`config.mk`:
```
export PLATFORM = sky130hd
export DESIGN_NAME = sn_to_bn_decoder_flat
export DESIGN_NICKNAME = d
export VERILOG_FILES = /design/src/rtl/sn_to_bn_if.sv /design/src/rtl/sn_to_bn_decoder.sv /design/src/flat_wrapper.sv
export SDC_FILE = /design/constraint.sdc
export NUM_CORES = 1
export LEC_CHECK = 0
export CAP_MARGIN = 10
export CORE_MARGIN = 2
export CORE_UTILIZATION = 40
export DETAILED_ROUTE_END_ITERATION = 10
export HOLD_SLACK_MARGIN = 0.15
export RECOVER_POWER = 50
export SLEW_MARGIN = 10
export SYNTH_ARGS = -nofsm -noshare
export SYNTH_HDL_FRONTEND = slang
export SYNTH_SLANG_ARGS = --single-unit
```
`constraint.sdc`:
```
create_clock -name i_clk_sn2bn -period 3.9 [get_ports i_clk_sn2bn]
set_input_delay 0.78 -clock i_clk_sn2bn [delete_from_list [all_inputs] [get_ports i_clk_sn2bn]]
set_output_delay 0.78 -clock i_clk_sn2bn [all_outputs]
set_load 0.005 [all_outputs]
```
`src/rtl/sn_to_bn_if.sv`:
```
// Bundles the stochastic-stream inputs and decoded-value outputs of the sn->bn decoder.
// Latency: none, wiring only.
// Backpressure: none. Streams are framed by i_isgen, and o_valid is a one-cycle pulse.
interface sn_to_bn_if #(
  parameter int NUM_BIT = 8,
  parameter int DIM     = 10
);
  logic                            i_isgen;
  logic [DIM-1:0]                  i_sn_bit;
  logic [DIM-1:0][NUM_BIT-1:0]     o_x_bn;
  logic                            o_valid;
  logic                            o_trunc;
  logic                            o_busy;

  // Stream source side: the generator or the testbench.
  modport master (
    output i_isgen,
    output i_sn_bit,
    input  o_x_bn,
    input  o_valid,
    input  o_trunc,
    input  o_busy
  );

  // Decoder side.
  modport slave (
    input  i_isgen,
    input  i_sn_bit,
    output o_x_bn,
    output o_valid,
    output o_trunc,
    output o_busy
  );
endinterface

```
`src/rtl/sn_to_bn_decoder.sv`:
```
// Counts ones per lane over a 2^NUM_BIT-sample window framed by i_isgen and emits binary values.
// Latency: o_x_bn/o_valid 1 cycle after the first low i_isgen sample or after the last full-window sample.
// Backpressure: none. Input is sampled every i_isgen-high cycle, and o_x_bn is held until the next o_valid.
module sn_to_bn_decoder #(
  parameter int NUM_BIT = 8,
  parameter int DIM     = 10
) (
  input  logic        i_clk_sn2bn,
  input  logic        i_rst_n_sn2bn,
  sn_to_bn_if.slave   bus
);

  localparam logic [1:0] ST_IDLE = 2'd0;
  localparam logic [1:0] ST_ACC  = 2'd1;
  localparam logic [1:0] ST_HOLD = 2'd2;

  // len value just before the final sample of a full window
  localparam logic [NUM_BIT:0] LEN_LAST = (NUM_BIT+1)'((1 << NUM_BIT) - 1);

  logic [1:0]                  r_state;
  logic [DIM-1:0][NUM_BIT-1:0] r_cnt;
  logic [NUM_BIT:0]            r_len;
  logic [DIM-1:0][NUM_BIT-1:0] r_x_bn;
  logic                        r_valid;
  logic                        r_trunc;
  logic [DIM-1:0][NUM_BIT-1:0] w_cnt_nxt;

  // Per-lane saturating increment. Saturation only matters for an all-ones full window.
  always_comb begin
    w_cnt_nxt = r_cnt;
    for (int i = 0; i < DIM; i++) begin
      if (bus.i_sn_bit[i] && !(&r_cnt[i])) begin
        w_cnt_nxt[i] = r_cnt[i] + NUM_BIT'(1);
      end
    end
  end

  // Window FSM: accumulate while i_isgen is high, then publish on window end or on a full window.
  always_ff @(posedge i_clk_sn2bn or negedge i_rst_n_sn2bn) begin
    if (!i_rst_n_sn2bn) begin
      r_state <= ST_IDLE;
      r_cnt   <= '0;
      r_len   <= '0;
      r_x_bn  <= '0;
      r_valid <= 1'b0;
      r_trunc <= 1'b0;
    end else begin
      r_valid <= 1'b0;
      case (r_state)
        ST_IDLE: begin
          if (bus.i_isgen) begin
            // The first high sample already counts, which restarts each lane from its bit.
            for (int i = 0; i < DIM; i++) begin
              r_cnt[i] <= NUM_BIT'(bus.i_sn_bit[i]);
            end
            r_len   <= (NUM_BIT+1)'(1);
            r_state <= ST_ACC;
          end
        end
        ST_ACC: begin
          if (bus.i_isgen) begin
            r_cnt <= w_cnt_nxt;
            r_len <= r_len + (NUM_BIT+1)'(1);
            if (r_len == LEN_LAST) begin
              r_x_bn  <= w_cnt_nxt;
              r_valid <= 1'b1;
              r_trunc <= 1'b0;
              r_state <= ST_HOLD;
            end
          end else begin
            // The window closed early. The low edge itself is not a sample.
            r_x_bn  <= r_cnt;
            r_valid <= 1'b1;
            r_trunc <= 1'b1;
            r_state <= ST_IDLE;
          end
        end
        ST_HOLD: begin
          if (!bus.i_isgen) begin
            r_state <= ST_IDLE;
          end
        end
        default: r_state <= ST_IDLE;
      endcase
    end
  end

  assign bus.o_x_bn  = r_x_bn;
  assign bus.o_valid = r_valid;
  assign bus.o_trunc = r_trunc;
  assign bus.o_busy  = (r_state != ST_IDLE);

endmodule

```
`src/flat_wrapper.sv`:
```
// flat-port wrapper written by rule: the top's interface ports become plain ports
module sn_to_bn_decoder_flat 
#(
  parameter int NUM_BIT = 8,
  parameter int DIM     = 10
)
  (i_clk_sn2bn, i_rst_n_sn2bn, bus_i_isgen, bus_i_sn_bit, bus_o_x_bn, bus_o_valid, bus_o_trunc, bus_o_busy);
  sn_to_bn_if #(.NUM_BIT(NUM_BIT), .DIM(DIM)) bus_i ();
  input  logic i_clk_sn2bn;
  input  logic i_rst_n_sn2bn;
  input wire logic [$bits(bus_i.i_isgen)-1:0] bus_i_isgen;
  input wire logic [$bits(bus_i.i_sn_bit)-1:0] bus_i_sn_bit;
  output wire logic [$bits(bus_i.o_x_bn)-1:0] bus_o_x_bn;
  output wire logic [$bits(bus_i.o_valid)-1:0] bus_o_valid;
  output wire logic [$bits(bus_i.o_trunc)-1:0] bus_o_trunc;
  output wire logic [$bits(bus_i.o_busy)-1:0] bus_o_busy;
  assign bus_i.i_isgen = bus_i_isgen;
  assign bus_i.i_sn_bit = bus_i_sn_bit;
  assign bus_o_x_bn = bus_i.o_x_bn;
  assign bus_o_valid = bus_i.o_valid;
  assign bus_o_trunc = bus_i.o_trunc;
  assign bus_o_busy = bus_i.o_busy;
  sn_to_bn_decoder #(.NUM_BIT(NUM_BIT), .DIM(DIM)) u_core (.i_clk_sn2bn(i_clk_sn2bn), .i_rst_n_sn2bn(i_rst_n_sn2bn), .bus(bus_i));
endmodule
```
==> results of run 1 <==
[how the worst min path moves through the flow]
stage / slack [ps] / to / from
2_1_floorplan: 450 / u_core.r_len[8]$_DFFE_PN0P_ / u_core.r_len[8]$_DFFE_PN0P_
3_3_place_gp: 460 / u_core.bus.o_x_bn[14]$_DFFE_PN0P_ / u_core.bus.o_x_bn[14]$_DFFE_PN0P_
3_5_place_dp: 470 / u_core.r_len[8]$_DFFE_PN0P_ / u_core.r_len[8]$_DFFE_PN0P_
4_1_cts: 310 / u_core.bus.o_x_bn[57]$_DFFE_PN0P_ / i_rst_n_sn2bn
5_1_grt: 490 / u_core.bus.o_x_bn[43]$_DFFE_PN0P_ / u_core.bus.o_x_bn[43]$_DFFE_PN0P_
6_report: 470 / u_core.bus.o_x_bn[43]$_DFFE_PN0P_ / u_core.bus.o_x_bn[43]$_DFFE_PN0P_
[metal layers]
| layer | GRT usage | wire length, µm | part of all wire | up-vias |
|---|---|---|---|---|
| li1 | - | - | - | 4077 |
| met1 | 0.2950 | 12250 | 0.49 | 4030 |
| met2 | 0.3203 | 11240 | 0.45 | 229 |
| met3 | 0.03203 | 1024 | 0.041 | 40 |
| met4 | 0.07532 | 563 | 0.022 | 0 |
| met5 | 0 | 0 | 0 | - |
[cell type report]
cell class              instances  share of cell area
well taps                     319             0.03527
flip-flops and latches        173              0.3826
inverters                      33             0.01095
multi-input cells             794              0.4161
clock inverters                12             0.02123
repair buffers                110             0.09431
clock buffers                  20             0.03947
[cells in the final DEF, fill, tap and decap left out, types with 5 or more instances in the layout]
master / synthesis / final
nor3b_1: 6 / 6
o311ai_0: 13 / 13
bufinv_16: 0 / 7
nand2_1: 142 / 142
o211ai_1: 22 / 22
o21ai_0: 116 / 116
nor2_1: 54 / 54
or3_1: 13 / 13
o22ai_1: 18 / 18
a31oi_1: 28 / 28
and3_1: 18 / 18
clkdlybuf4s50_1: 0 / 86
xnor2_1: 18 / 18
and4_1: 11 / 11
nor4_1: 6 / 6
a2bb2oi_1: 7 / 7
o31ai_1: 13 / 13
o41ai_1: 9 / 9
inv_1: 31 / 31
nand3_1: 48 / 48
clkbuf_16: 0 / 17
ha_1: 12 / 12
a21oi_1: 86 / 86
dfrtp_1: 173 / 172
dlygate4sd3_1: 0 / 7
a311oi_1: 6 / 6
and2_1: 8 / 8
mux2i_1: 31 / 31
nor3_1: 12 / 12
o211a_1: 5 / 5
o21ai_1: 5 / 5
a211oi_1: 5 / 5
a211o_1: 7 / 7
nand4_1: 32 / 32
buf_4: 3 / 13
o2111ai_1: 5 / 5
xor2_1: 7 / 7
nor2b_1: 6 / 5
[power by group through the flow]
stage / clock network [mW] / logic (mW) / registers (mW)
floorplan: 0 / 0.345 / 2.07
global placement: 0 / 0.628 / 2.11
CTS: 2.05 / 0.642 / 2.07
finish: 2.00 / 0.631 / 2.08
global route: 2.12 / 0.710 / 2.10
detailed placement: 0 / 0.637 / 2.11
[state kept, by name, indices dropped and copies added, names as in the netlist]
register	flops
u_core.bus.o_trunc	1
u_core.bus.o_valid	1
u_core.bus.o_x_bn	80
u_core.r_cnt	80
u_core.r_len	9
u_core.r_state	2
[metrics by stage]
stage	util	setup slack [ps]	total power [mW]	instances	hold slack, ps
floorplan	-	1779	2.414	1070	448.5
global placement	0.4565	950.5	2.733	1429	461.1
detailed placement	0.4565	912.8	2.745	1429	466.9
CTS	0.4859	740.2	4.763	1461	308.6
global route	0.4850	309.0	4.928	1461	492.3
finish	0.4850	750.5	4.711	1461	472.2
[worst max-delay path: stages (launching register included)]
cell and delay (ps):
dfrtp_2 350, buf_4 310, buf_4 510, or2_2 210
clkdlybuf4s50_1 500
[logic make-up after synthesis]
kind of cell | Yosys count | synth area share
DFF | 173 | 0.4577
xor gates and xnor gates | 25 | 0.02315
AOI/OAI and AO/OA | 352 | 0.2290
and+or+nand+nor | 374 | 0.1958
adders and majority gates | 12 | 0.01587
muxes | 31 | 0.03280
buffers and inverters | 103 | 0.04577
==> flow_summary.html, run 1 <==
<table>
<tr><th>Metric</th><th>Value</th></tr>
<tr><th colspan="2">Timing</th></tr>
<tr><td>Unrepaired setup endpoints after global routing</td><td>no</td></tr>
<tr><td>Final count of pins violating max slew</td><td>139</td></tr>
<tr><td>Worst Tran Pin Value</td><td>2620 ps</td></tr>
<tr><td>Final hold viol count</td><td>0</td></tr>
<tr><td>Time the worst path needs with I/O delays and setup</td><td>around 3100 ps</td></tr>
<tr><td>Final worst clock skew</td><td>a little under 8 ps</td></tr>
<tr><td>Final critical-path share of the clock period</td><td>0.8076</td></tr>
<tr><td>Sum of negative setup slack</td><td>0 ps</td></tr>
<tr><td>Endpoints failing setup</td><td>0</td></tr>
<tr><td>Highest achievable clock rate</td><td>0.3175 GHz</td></tr>
<tr><td>Worst slew margin relative to its limit</td><td>-0.7463</td></tr>
<tr><th colspan="2">Place</th></tr>
<tr><td>Gp weighted congestion</td><td>0.8606</td></tr>
<tr><td>Placed standard-cell area</td><td>0.01065 mm²</td></tr>
<tr><td>Number of buffers inserted by port buffering</td><td>95</td></tr>
<tr><td>Final HPWL from detailed placement</td><td>16090 µm</td></tr>
<tr><th colspan="2">Die</th></tr>
<tr><td>Std cell rows</td><td>56</td></tr>
<tr><td>Die boundary width</td><td>157.8 µm</td></tr>
<tr><td>Die height</td><td>157.8 µm</td></tr>
<tr><td>Overall die area</td><td>~0.025 mm²</td></tr>
<tr><td>Standard cell core area</td><td>0.02333 mm²</td></tr>
<tr><td>Initial cell density of the core</td><td>0.4054</td></tr>
<tr><td>Number of top-level pins</td><td>96</td></tr>
<tr><th colspan="2">Global route</th></tr>
<tr><td>Pin count of the biggest net entering global routing</td><td>85</td></tr>
<tr><td>Global-route wire length before repair</td><td>41090 µm</td></tr>
<tr><td>Global route overflow</td><td>0</td></tr>
<tr><td>Number of antenna violations at the first check in global routing</td><td>0</td></tr>
<tr><td>Number of global-route vias before repair</td><td>7914</td></tr>
<tr><td>Total Routing Usage GR</td><td>0.2074</td></tr>
<tr><th colspan="2">Logic synthesis</th></tr>
<tr><td>Mapped cell area</td><td>0.009459 mm²</td></tr>
<tr><td>Cell type with the highest aggregate area in the netlist</td><td>dfrtp_1</td></tr>
<tr><td>Seq cells post-synth</td><td>173</td></tr>
<tr><td>Number of synthesized flops with an enable pin</td><td>0</td></tr>
<tr><td>Average size of a mapped cell</td><td>8.840 µm²</td></tr>
<tr><td>Synthesized Nets</td><td>roughly 1100</td></tr>
<tr><td>Number of distinct library cells after synthesis</td><td>60</td></tr>
<tr><td>Share of flip-flops with an asynchronous set or reset after synthesis</td><td>1.000</td></tr>
<tr><td>Warning count from the yosys run</td><td>0</td></tr>
<tr><td>Most used standard cells in the synthesized netlist</td><td>dfrtp_1, nand2_1, o21ai_0</td></tr>
<tr><td>Area share of the largest cell type after synthesis</td><td>0.4577</td></tr>
<tr><td>Post-synthesis instance total</td><td>1070</td></tr>
<tr><td>Most frequent cell after synthesis</td><td>dfrtp_1</td></tr>
<tr><td>Leading post-synthesis cells by cell area</td><td>dfrtp_1, o21ai_0, nand2_1</td></tr>
<tr><td>Dominant register cell in the synthesized netlist</td><td>dfrtp_1</td></tr>
<tr><td>Post-synthesis sequential area ratio</td><td>0.4577</td></tr>
<tr><th colspan="2">Critical path</th></tr>
<tr><td>Worst reg2reg startpoint</td><td>u_core.r_len[0]$_DFFE_PN0P_</td></tr>
<tr><td>Critical Setup Path Class</td><td>flip-flop to primary output</td></tr>
<tr><td>Worst setup endpoint</td><td>bus_o_busy</td></tr>
<tr><td>Startpoint class of the critical path</td><td>flip-flop</td></tr>
<tr><td>Maximum net fanout on the critical path</td><td>42</td></tr>
<tr><td>Destination of the worst register-to-register timing path</td><td>u_core.bus.o_x_bn[28]$_DFFE_PN0P_</td></tr>
<tr><td>Arrival time worst endpoint</td><td>about 2400 ps</td></tr>
<tr><td>Worst Setup End Kind</td><td>primary output</td></tr>
<tr><td>Required arrival time at the worst endpoint</td><td>3120 ps</td></tr>
<tr><td>Crit. Startpoint</td><td>u_core.r_state[0]$_DFFE_PN0P_</td></tr>
<tr><td>Worst setup slack for register-to-register paths</td><td>910 ps</td></tr>
<tr><td>Number of cell instances on the worst register-to-register path</td><td>8</td></tr>
<tr><th colspan="2">Layout</th></tr>
<tr><td>Area of all placed cells without fillers</td><td>between 0.01 and 0.015 mm²</td></tr>
<tr><td>Area added between synthesis and finish</td><td>19.64%</td></tr>
<tr><td>Multi-input gate area in the final layout</td><td>roughly 0.0047 mm²</td></tr>
<tr><td>Number of antenna cells inserted</td><td>0</td></tr>
<tr><td>Total area of sequential cells</td><td>around 0.0043 mm²</td></tr>
<tr><td>Share of final-layout standard cells stronger than drive strength 1</td><td>0.05079</td></tr>
<tr><td>Count of filler cells inserted in the layout</td><td>2211</td></tr>
<tr><td>Number of nets in the finished design</td><td>1154</td></tr>
<tr><th colspan="2">Clocking</th></tr>
<tr><td>Clock slew seen by the registers of the worst setup and hold paths</td><td>70 ps</td></tr>
<tr><td>Total clock buffers created by CTS</td><td>17</td></tr>
<tr><td>Worst skew pair latency</td><td>approximately 430 ps</td></tr>
<tr><td>Level count of the clock H-tree</td><td>4</td></tr>
<tr><td>Post-CTS setup buffer count</td><td>0</td></tr>
<tr><td>Clk buf depth</td><td>2</td></tr>
<tr><td>Number of hold-repair buffers added at the cts stage</td><td>0</td></tr>
<tr><td>Clk root buf</td><td>clkbuf_16</td></tr>
<tr><td>Clk sink count</td><td>173</td></tr>
<tr><td>Resize count post-CTS</td><td>0</td></tr>
<tr><td>Clock tree from TritonCTS</td><td>built</td></tr>
<tr><th colspan="2">Route</th></tr>
<tr><td>DR iter-0 viols</td><td>just over 500</td></tr>
<tr><td>Routed WL per cell</td><td>between 15 and 20 µm</td></tr>
<tr><td>Detail-routed via count per cell</td><td>between 5 and 6</td></tr>
<tr><td>Number of nets with antenna violations after detailed routing</td><td>0</td></tr>
<tr><td>Drc violations</td><td>0</td></tr>
<tr><td>First-pass iteration count of the detailed router</td><td>5</td></tr>
<tr><td>Overall routed net length</td><td>around 25000 µm</td></tr>
<tr><td>Number of vias after detailed routing</td><td>8376</td></tr>
<tr><th colspan="2">Power</th></tr>
<tr><td>Int Power</td><td>3.507 mW</td></tr>
<tr><td>Worst voltage drop across the vdd grid</td><td>between 200 and 250 µV</td></tr>
<tr><td>Combinational share of power</td><td>0.134</td></tr>
<tr><td>Static power due to leakage</td><td>4.471 nW</td></tr>
<tr><td>Relative contribution of sequential cells to total power</td><td>0.441</td></tr>
<tr><td>Switching power share of the total</td><td>0.2556</td></tr>
<tr><td>Cell Pwr Density</td><td>416.3 mW/mm²</td></tr>
<tr><td>Proportion of power drawn by the clock network</td><td>0.425</td></tr>
<tr><td>Switching power total</td><td>1.204 mW</td></tr>
<tr><th colspan="2">Min path</th></tr>
<tr><td>Worst min-delay path class</td><td>flip-flop to flip-flop</td></tr>
<tr><td>WHS Path Cells</td><td>2</td></tr>
<tr><th colspan="2">Status</th></tr>
<tr><td>Status</td><td>complete, but fails checks</td></tr>
<tr><td>Violated checks</td><td>max-capacitance violations, max-slew violations</td></tr>
<tr><th colspan="2">Job</th></tr>
<tr><td>Max-Cap Viols</td><td>2</td></tr>
</table>
Power figures use the tool's default switching activity.
==> run 2: changes to the inputs <==
Clock period 3.9 ns to 2.9 ns, I/O delays scaled along.
==> flow_summary.html, run 2 (synthesis results as in run 1) <==
<table>
<tr><th>Metric</th><th>Value</th></tr>
<tr><th colspan="2">Status</th></tr>
<tr><td>Status</td><td>complete, but fails checks</td></tr>
<tr><td>Violated checks</td><td>max-capacitance violations, max-slew violations</td></tr>
<tr><th colspan="2">Clocking</th></tr>
<tr><td>Clock tree from TritonCTS</td><td>built</td></tr>
<tr><td>Clk buf depth</td><td>2 (unchanged)</td></tr>
<tr><td>Clock slew seen by the registers of the worst setup and hold paths</td><td>60 ps (about the same)</td></tr>
<tr><td>Number of hold-repair buffers added at the cts stage</td><td>1 (+1)</td></tr>
<tr><td>Worst skew pair latency</td><td>430 ps (about the same)</td></tr>
<tr><td>Clk sink count</td><td>173 (unchanged)</td></tr>
<tr><td>Level count of the clock H-tree</td><td>4 (unchanged)</td></tr>
<tr><td>Total clock buffers created by CTS</td><td>17 (unchanged)</td></tr>
<tr><td>Clk root buf</td><td>clkbuf_16</td></tr>
<tr><td>Resize count post-CTS</td><td>0 (unchanged)</td></tr>
<tr><td>Post-CTS setup buffer count</td><td>0 (unchanged)</td></tr>
<tr><th colspan="2">Layout</th></tr>
<tr><td>Share of final-layout standard cells stronger than drive strength 1</td><td>0.05459 (+0.003805)</td></tr>
<tr><td>Most frequent standard cell in the layout excluding fill and tap cells</td><td>dfrtp_1</td></tr>
<tr><td>Number of antenna cells inserted</td><td>0 (unchanged)</td></tr>
<tr><td>Count of filler cells inserted in the layout</td><td>2229 (+0.81%)</td></tr>
<tr><td>Number of nets in the finished design</td><td>1166 (+1.0%)</td></tr>
<tr><td>Highest-count cells in the layout ignoring fill and taps</td><td>dfrtp_1, nand2_1, o21ai_0</td></tr>
<tr><td>Area added between synthesis and finish</td><td>19.88%</td></tr>
<tr><td>Area of all placed cells without fillers</td><td>0.01134 mm² (+0.20%)</td></tr>
<tr><td>Non-filler cells, final</td><td>1473 (+0.82%)</td></tr>
<tr><th colspan="2">Global route</th></tr>
<tr><td>Total Routing Usage GR</td><td>0.2087 (+0.001300)</td></tr>
<tr><td>Global-route wire length before repair</td><td>41180 µm (+0.22%)</td></tr>
<tr><td>Global route overflow</td><td>0 (unchanged)</td></tr>
<tr><td>Number of global-route vias before repair</td><td>7881 (-0.42%)</td></tr>
<tr><td>Number of antenna violations at the first check in global routing</td><td>0 (unchanged)</td></tr>
<tr><td>Pin count of the biggest net entering global routing</td><td>71 (-16%)</td></tr>
<tr><th colspan="2">Route</th></tr>
<tr><td>First-pass iteration count of the detailed router</td><td>7 (+2)</td></tr>
<tr><td>Drc violations</td><td>0 (unchanged)</td></tr>
<tr><td>Number of vias after detailed routing</td><td>8388 (+0.14%)</td></tr>
<tr><td>Detail-routed via count per cell</td><td>5.695 (-0.67%)</td></tr>
<tr><td>Overall routed net length</td><td>24960 µm (-0.45%)</td></tr>
<tr><td>DR iter-0 viols</td><td>503 (-1.6%)</td></tr>
<tr><td>Routed WL per cell</td><td>16.95 µm (-1.3%)</td></tr>
<tr><td>Number of nets with antenna violations after detailed routing</td><td>0 (unchanged)</td></tr>
<tr><th colspan="2">Die</th></tr>
<tr><td>Overall die area</td><td>0.02489 mm² (unchanged)</td></tr>
<tr><td>Initial cell density of the core</td><td>0.4054 (unchanged)</td></tr>
<tr><td>Die height</td><td>157.8 µm (unchanged)</td></tr>
<tr><td>Number of top-level pins</td><td>96 (unchanged)</td></tr>
<tr><td>Standard cell core area</td><td>0.02333 mm² (unchanged)</td></tr>
<tr><td>Die boundary width</td><td>157.8 µm (unchanged)</td></tr>
<tr><td>Std cell rows</td><td>56 (unchanged)</td></tr>
<tr><th colspan="2">Timing</th></tr>
<tr><td>Final worst clock skew</td><td>10.78 ps (+2.877 ps)</td></tr>
<tr><td>Endpoints failing setup</td><td>0 (unchanged)</td></tr>
<tr><td>Sum of negative setup slack</td><td>0 ps (unchanged)</td></tr>
<tr><td>Worst slew margin relative to its limit</td><td>-0.05255 (+0.6938)</td></tr>
<tr><td>Final critical-path share of the clock period</td><td>0.8492</td></tr>
<tr><td>Worst Tran Pin Value</td><td>1579 ps (-1041 ps)</td></tr>
<tr><td>Unrepaired setup endpoints after global routing</td><td>no</td></tr>
<tr><td>Post-Route Hold Slack</td><td>477.4 ps (+5.198 ps)</td></tr>
<tr><td>Highest achievable clock rate</td><td>roughly 0.41 GHz</td></tr>
<tr><td>Final count of pins violating max slew</td><td>62 (-55%)</td></tr>
<tr><td>Final hold viol count</td><td>0 (unchanged)</td></tr>
<tr><td>Time the worst path needs with I/O delays and setup</td><td>~2500 ps</td></tr>
<tr><th colspan="2">Critical path</th></tr>
<tr><td>Crit. Startpoint</td><td>u_core.r_len[0]$_DFFE_PN0P_</td></tr>
<tr><td>Critical Setup Path Class</td><td>flip-flop to flip-flop</td></tr>
<tr><td>Required arrival time at the worst endpoint</td><td>3230 ps (+110 ps)</td></tr>
<tr><td>Arrival time worst endpoint</td><td>2790 ps (+420 ps)</td></tr>
<tr><td>Number of cell instances on the worst register-to-register path</td><td>10 (+2)</td></tr>
<tr><td>Worst Setup End Kind</td><td>flip-flop</td></tr>
<tr><td>Worst reg2reg startpoint</td><td>u_core.r_len[0]$_DFFE_PN0P_</td></tr>
<tr><td>Startpoint class of the critical path</td><td>flip-flop</td></tr>
<tr><td>Maximum net fanout on the critical path</td><td>30 (-29%)</td></tr>
<tr><th colspan="2">Min path</th></tr>
<tr><td>Min-delay src</td><td>u_core.bus.o_x_bn[20]$_DFFE_PN0P_</td></tr>
<tr><td>WHS Path Cells</td><td>2 (unchanged)</td></tr>
<tr><td>Worst min-delay path class</td><td>flip-flop to flip-flop</td></tr>
<tr><th colspan="2">Power</th></tr>
<tr><td>Overall Power</td><td>6.014 mW (+28%)</td></tr>
<tr><td>Worst voltage drop across the vdd grid</td><td>300.7 µV (+30%)</td></tr>
<tr><td>Cell Pwr Density</td><td>530.3 mW/mm² (+27%)</td></tr>
<tr><td>Static power due to leakage</td><td>4.484 nW (+0.28%)</td></tr>
<tr><th colspan="2">Place</th></tr>
<tr><td>Post-placement cell count</td><td>1440 (+0.77%)</td></tr>
<tr><td>Final HPWL from detailed placement</td><td>16720 µm (+3.9%)</td></tr>
<tr><td>Number of buffers inserted by port buffering</td><td>95 (unchanged)</td></tr>
<tr><td>Gp weighted congestion</td><td>0.8214 (-4.6%)</td></tr>
<tr><td>Placed standard-cell area</td><td>0.01077 mm² (+1.1%)</td></tr>
<tr><th colspan="2">Job</th></tr>
<tr><td>Max-Cap Viols</td><td>1 (-1)</td></tr>
</table>
[run 2: cell types whose count changed in the layout (fill, tap and decap cells not counted), sizes merged]
cell	before	now
bufinv	7	2
buf	14	21
clkinv	4	3
clkbuf	22	35
dlygate4sd3	7	1
clkdlybuf4s50	86	93
clkinvlp	2	0
clkdlybuf4s25	1	0
[run 2: per-layer routing]
layer,part of all wire,GRT usage,vias up
met2,0.46,0.3277,212
li1,-,-,4102
met1,0.49,0.3012,4057
met3,0.041,0.03340,17
met4,0.0089,0.05238,0
met5,0,0,-
[run 2: worst paths after layout]
kind / to / slack (ps)
setup / recovery: u_core.bus.o_x_bn[28]$_DFFE_PN0P_ / 440
setup reg to reg: u_core.bus.o_x_bn[28]$_DFFE_PN0P_ / 440
min in group asynchronous: u_core.r_cnt[62]$_DFFE_PN0P_ / 1100
hold / removal: u_core.bus.o_x_bn[20]$_DFFE_PN0P_ / 480
max in group asynchronous: u_core.bus.o_x_bn[0]$_DFFE_PN0P_ / 720
hold reg to reg: u_core.bus.o_x_bn[20]$_DFFE_PN0P_ / 480
[run 2: final cells by class]
class,count,area (µm²),area share
Clock buffer,28,536.8,0.04734
Multi-Input combinational cell,794,4700,0.4144
Inverter,33,123.9,0.01092
Sequential cell,173,4330,0.3819
Tap cell,319,399.1,0.03520
Clock inverter,4,73.82,0.006510
Timing Repair Buffer,122,1176,0.1037
[run 2: critical path, stage by stage (launching register included)]
cell and delay, ps:
dfrtp_1 420, ha_1 240, and3_1 210, and3_1 170, ha_1 210, nor2b_1 60, or2_4 250, inv_2 300
buf_12 240, nor2_1 60, a311oi_1 190
[run 2: through the flow]
| step | setup slack (ps) | util |
|---|---|---|
| global placement | 510.5 | 0.4616 |
| CTS | 435.9 | 0.4882 |
| global route | 183.6 | 0.4860 |
| finish | 437.2 | 0.4860 |
| detailed placement | 460.6 | 0.4616 |
| floorplan | 779.1 | - |
[run 2: where the power goes]
part	internal (mW)	total (mW)	switching, mW
clock network	1.43	2.36	0.930
logic	0.409	0.858	0.449
registers	2.60	2.79	0.194
total	4.44	6.01	1.57
==> run 3: changes to the inputs <==
Clock period 2.9 ns to 2.55 ns, I/O delays scaled along.
==> flow_summary.html, run 3 (synthesis results as in run 1) <==
<table>
<tr><th>Metric</th><th>Value</th></tr>
<tr><th colspan="2">Clocking</th></tr>
<tr><td>Number of hold-repair buffers added at the cts stage</td><td>1 (unchanged)</td></tr>
<tr><td>Level count of the clock H-tree</td><td>4 (unchanged)</td></tr>
<tr><td>Clock slew seen by the registers of the worst setup and hold paths</td><td>70 ps (about the same)</td></tr>
<tr><td>Worst skew pair latency</td><td>420 ps (about the same)</td></tr>
<tr><td>Post-CTS setup buffer count</td><td>0 (unchanged)</td></tr>
<tr><td>Total clock buffers created by CTS</td><td>17 (unchanged)</td></tr>
<tr><td>Clk buf depth</td><td>2 (unchanged)</td></tr>
<tr><td>Clk sink count</td><td>173 (unchanged)</td></tr>
<tr><td>Clock tree from TritonCTS</td><td>built</td></tr>
<tr><td>Resize count post-CTS</td><td>0 (unchanged)</td></tr>
<tr><td>Clk root buf</td><td>clkbuf_16</td></tr>
<tr><th colspan="2">Global route</th></tr>
<tr><td>Global-route wire length before repair</td><td>41360 µm (+0.43%)</td></tr>
<tr><td>Pin count of the biggest net entering global routing</td><td>55 (-23%)</td></tr>
<tr><td>Global route overflow</td><td>0 (unchanged)</td></tr>
<tr><td>Number of antenna violations at the first check in global routing</td><td>0 (unchanged)</td></tr>
<tr><td>Total Routing Usage GR</td><td>0.2089 (about the same)</td></tr>
<tr><td>Number of global-route vias before repair</td><td>7879 (-0.025%)</td></tr>
<tr><th colspan="2">Place</th></tr>
<tr><td>Gp weighted congestion</td><td>0.8064 (-1.8%)</td></tr>
<tr><td>Pre-CTS setup slack</td><td>239.8 ps (-220.8 ps)</td></tr>
<tr><td>Final HPWL from detailed placement</td><td>17120 µm (+2.4%)</td></tr>
<tr><td>Number of buffers inserted by port buffering</td><td>95 (unchanged)</td></tr>
<tr><th colspan="2">Timing</th></tr>
<tr><td>Worst Tran Pin Value</td><td>1495 ps (-84.10 ps)</td></tr>
<tr><td>Worst slew margin relative to its limit</td><td>0.003517 (+0.05607)</td></tr>
<tr><td>Time the worst path needs with I/O delays and setup</td><td>2332 ps (-130.3 ps)</td></tr>
<tr><td>Final count of pins violating max slew</td><td>0 (-100%)</td></tr>
<tr><td>Final hold viol count</td><td>0 (unchanged)</td></tr>
<tr><td>Final critical-path share of the clock period</td><td>0.9147 (+0.06545)</td></tr>
<tr><td>Smallest setup slack after layout</td><td>217.6 ps (-219.7 ps)</td></tr>
<tr><td>Highest achievable clock rate</td><td>0.4287 GHz (+5.6%)</td></tr>
<tr><td>Unrepaired setup endpoints after global routing</td><td>no</td></tr>
<tr><td>Endpoints failing setup</td><td>0 (unchanged)</td></tr>
<tr><td>Final worst clock skew</td><td>12.27 ps (+1.490 ps)</td></tr>
<tr><td>Sum of negative setup slack</td><td>0 ps (unchanged)</td></tr>
<tr><th colspan="2">Power</th></tr>
<tr><td>Cell Pwr Density</td><td>592.1 mW/mm² (+12%)</td></tr>
<tr><td>Static power due to leakage</td><td>4.519 nW (+0.78%)</td></tr>
<tr><td>Worst voltage drop across the vdd grid</td><td>298.6 µV (-0.67%)</td></tr>
<tr><th colspan="2">Route</th></tr>
<tr><td>DR iter-0 viols</td><td>639 (+27%)</td></tr>
<tr><td>Number of vias after detailed routing</td><td>8341 (-0.56%)</td></tr>
<tr><td>Drc violations</td><td>0 (unchanged)</td></tr>
<tr><td>First-pass iteration count of the detailed router</td><td>5 (-2)</td></tr>
<tr><td>Routed WL per cell</td><td>16.99 µm (+0.27%)</td></tr>
<tr><td>Detail-routed via count per cell</td><td>5.624 (-1.2%)</td></tr>
<tr><td>Number of nets with antenna violations after detailed routing</td><td>0 (unchanged)</td></tr>
<tr><td>Overall routed net length</td><td>25200 µm (+0.95%)</td></tr>
<tr><th colspan="2">Critical path</th></tr>
<tr><td>Required arrival time at the worst endpoint</td><td>2870 ps (-360 ps)</td></tr>
<tr><td>Maximum net fanout on the critical path</td><td>21 (-30%)</td></tr>
<tr><td>Biggest cell delay along the critical path</td><td>410 ps (about the same)</td></tr>
<tr><td>Worst Setup End Kind</td><td>flip-flop</td></tr>
<tr><td>Cell with the largest stage delay on the worst path</td><td>dfrtp_1</td></tr>
<tr><td>Arrival time worst endpoint</td><td>2650 ps (-140 ps)</td></tr>
<tr><td>CP Cell Sequence</td><td>ha_1, and3_1, and3_1, ha_1, nor2b_1, or2_4, inv_2, buf_12, o211ai_1, o311ai_1</td></tr>
<tr><td>Critical Setup Path Class</td><td>flip-flop to flip-flop</td></tr>
<tr><td>Startpoint class of the critical path</td><td>flip-flop</td></tr>
<tr><th colspan="2">Status</th></tr>
<tr><td>Violated checks</td><td>max-capacitance violations</td></tr>
<tr><td>Status</td><td>complete, but fails checks</td></tr>
<tr><th colspan="2">Die</th></tr>
<tr><td>Number of top-level pins</td><td>96 (unchanged)</td></tr>
<tr><td>Initial cell density of the core</td><td>0.4054 (unchanged)</td></tr>
<tr><td>Die height</td><td>157.8 µm (unchanged)</td></tr>
<tr><td>Std cell rows</td><td>56 (unchanged)</td></tr>
<tr><td>Die boundary width</td><td>157.8 µm (unchanged)</td></tr>
<tr><td>Standard cell core area</td><td>0.02333 mm² (unchanged)</td></tr>
<tr><td>Overall die area</td><td>0.02489 mm² (unchanged)</td></tr>
<tr><th colspan="2">Layout</th></tr>
<tr><td>Share of final-layout standard cells stronger than drive strength 1</td><td>0.06787 (+0.01328)</td></tr>
<tr><td>Area added between synthesis and finish</td><td>20.48%</td></tr>
<tr><td>Number of antenna cells inserted</td><td>0 (unchanged)</td></tr>
<tr><td>Number of nets in the finished design</td><td>1176 (+0.86%)</td></tr>
<tr><td>Highest-count cells in the layout ignoring fill and taps</td><td>dfrtp_1, nand2_1, o21ai_0</td></tr>
<tr><td>Most frequent standard cell in the layout excluding fill and tap cells</td><td>dfrtp_1</td></tr>
<tr><td>Final core area utilization</td><td>0.4884 (+0.002413)</td></tr>
<tr><th colspan="2">Job</th></tr>
<tr><td>Max-Cap Viols</td><td>1 (unchanged)</td></tr>
<tr><th colspan="2">Min path</th></tr>
<tr><td>Worst min-delay path class</td><td>flip-flop to flip-flop</td></tr>
</table>
==> run 3: through the flow <==
stage,instances,cell area (µm²),power (mW),hold slack [ps]
6_report,1483,11400,6.747,476.7
5_1_grt,1483,11400,7.062,506.9
4_1_cts,1483,11430,6.819,481.5
3_5_place_dp,1450,10850,4.235,465.9
3_3_place_gp,1450,10850,4.218,460.3
2_1_floorplan,1070,9459,3.692,214.4
==> run 3: worst paths after layout <==
| kind | start | endpoint | slack, ps | cells past startpoint |
|---|---|---|---|---|
| max in group asynchronous | i_rst_n_sn2bn | u_core.bus.o_x_bn[21]$_DFFE_PN0P_ | 390 | 3 |
| hold / removal | u_core.bus.o_x_bn[32]$_DFFE_PN0P_ | u_core.bus.o_x_bn[32]$_DFFE_PN0P_ | 480 | 2 |
| min in group asynchronous | i_rst_n_sn2bn | u_core.bus.o_x_bn[60]$_DFFE_PN0P_ | 980 | 2 |
| setup reg to reg | u_core.r_len[0]$_DFFE_PN0P_ | u_core.bus.o_x_bn[11]$_DFFE_PN0P_ | 220 | 10 |
| setup / recovery | u_core.r_len[0]$_DFFE_PN0P_ | u_core.bus.o_x_bn[11]$_DFFE_PN0P_ | 220 | 10 |
| hold reg to reg | u_core.bus.o_x_bn[32]$_DFFE_PN0P_ | u_core.bus.o_x_bn[32]$_DFFE_PN0P_ | 480 | 2 |
==> run 3: per-layer routing <==
layer	up-vias	global-route usage	routed length [µm]
met5	-	0	0
met4	0	0.05152	191
met3	15	0.02546	965
met2	179	0.3395	11880
met1	4009	0.2969	12160
li1	4138	-	-
==> run 3: layout make-up <==
class	instances	area (µm²)
Fill cell	2258	11940
Multi-Input combinational cell	794	4710
Sequential cell	173	4330
Timing Repair Buffer	132	1260
Clock buffer	23	488.0
Tap cell	319	399.1
Inverter	33	123.9
Clock inverter	9	85.08
==> run 3: report_power, final <==
part | internal [mW] | switching (mW) | leakage [nW]
logic | 0.476 | 0.522 | 1.93
clock network | 1.45 | 1.13 | 0.276
registers | 2.95 | 0.219 | 2.31
total | 4.88 | 1.87 | 4.52
==> run 3: worst max-delay path, delay by kind of cell, from the launching register on <==
| kind | cells | cell delay (ps) |
|---|---|---|
| AO/OA/AOI/OAI | 2 | 190 |
| adder cells (fa/ha/maj) | 2 | 430 |
| buffers and inverters | 2 | 460 |
| flip-flops | 1 | 410 |
| AND/OR/NAND/NOR | 4 | 720 |
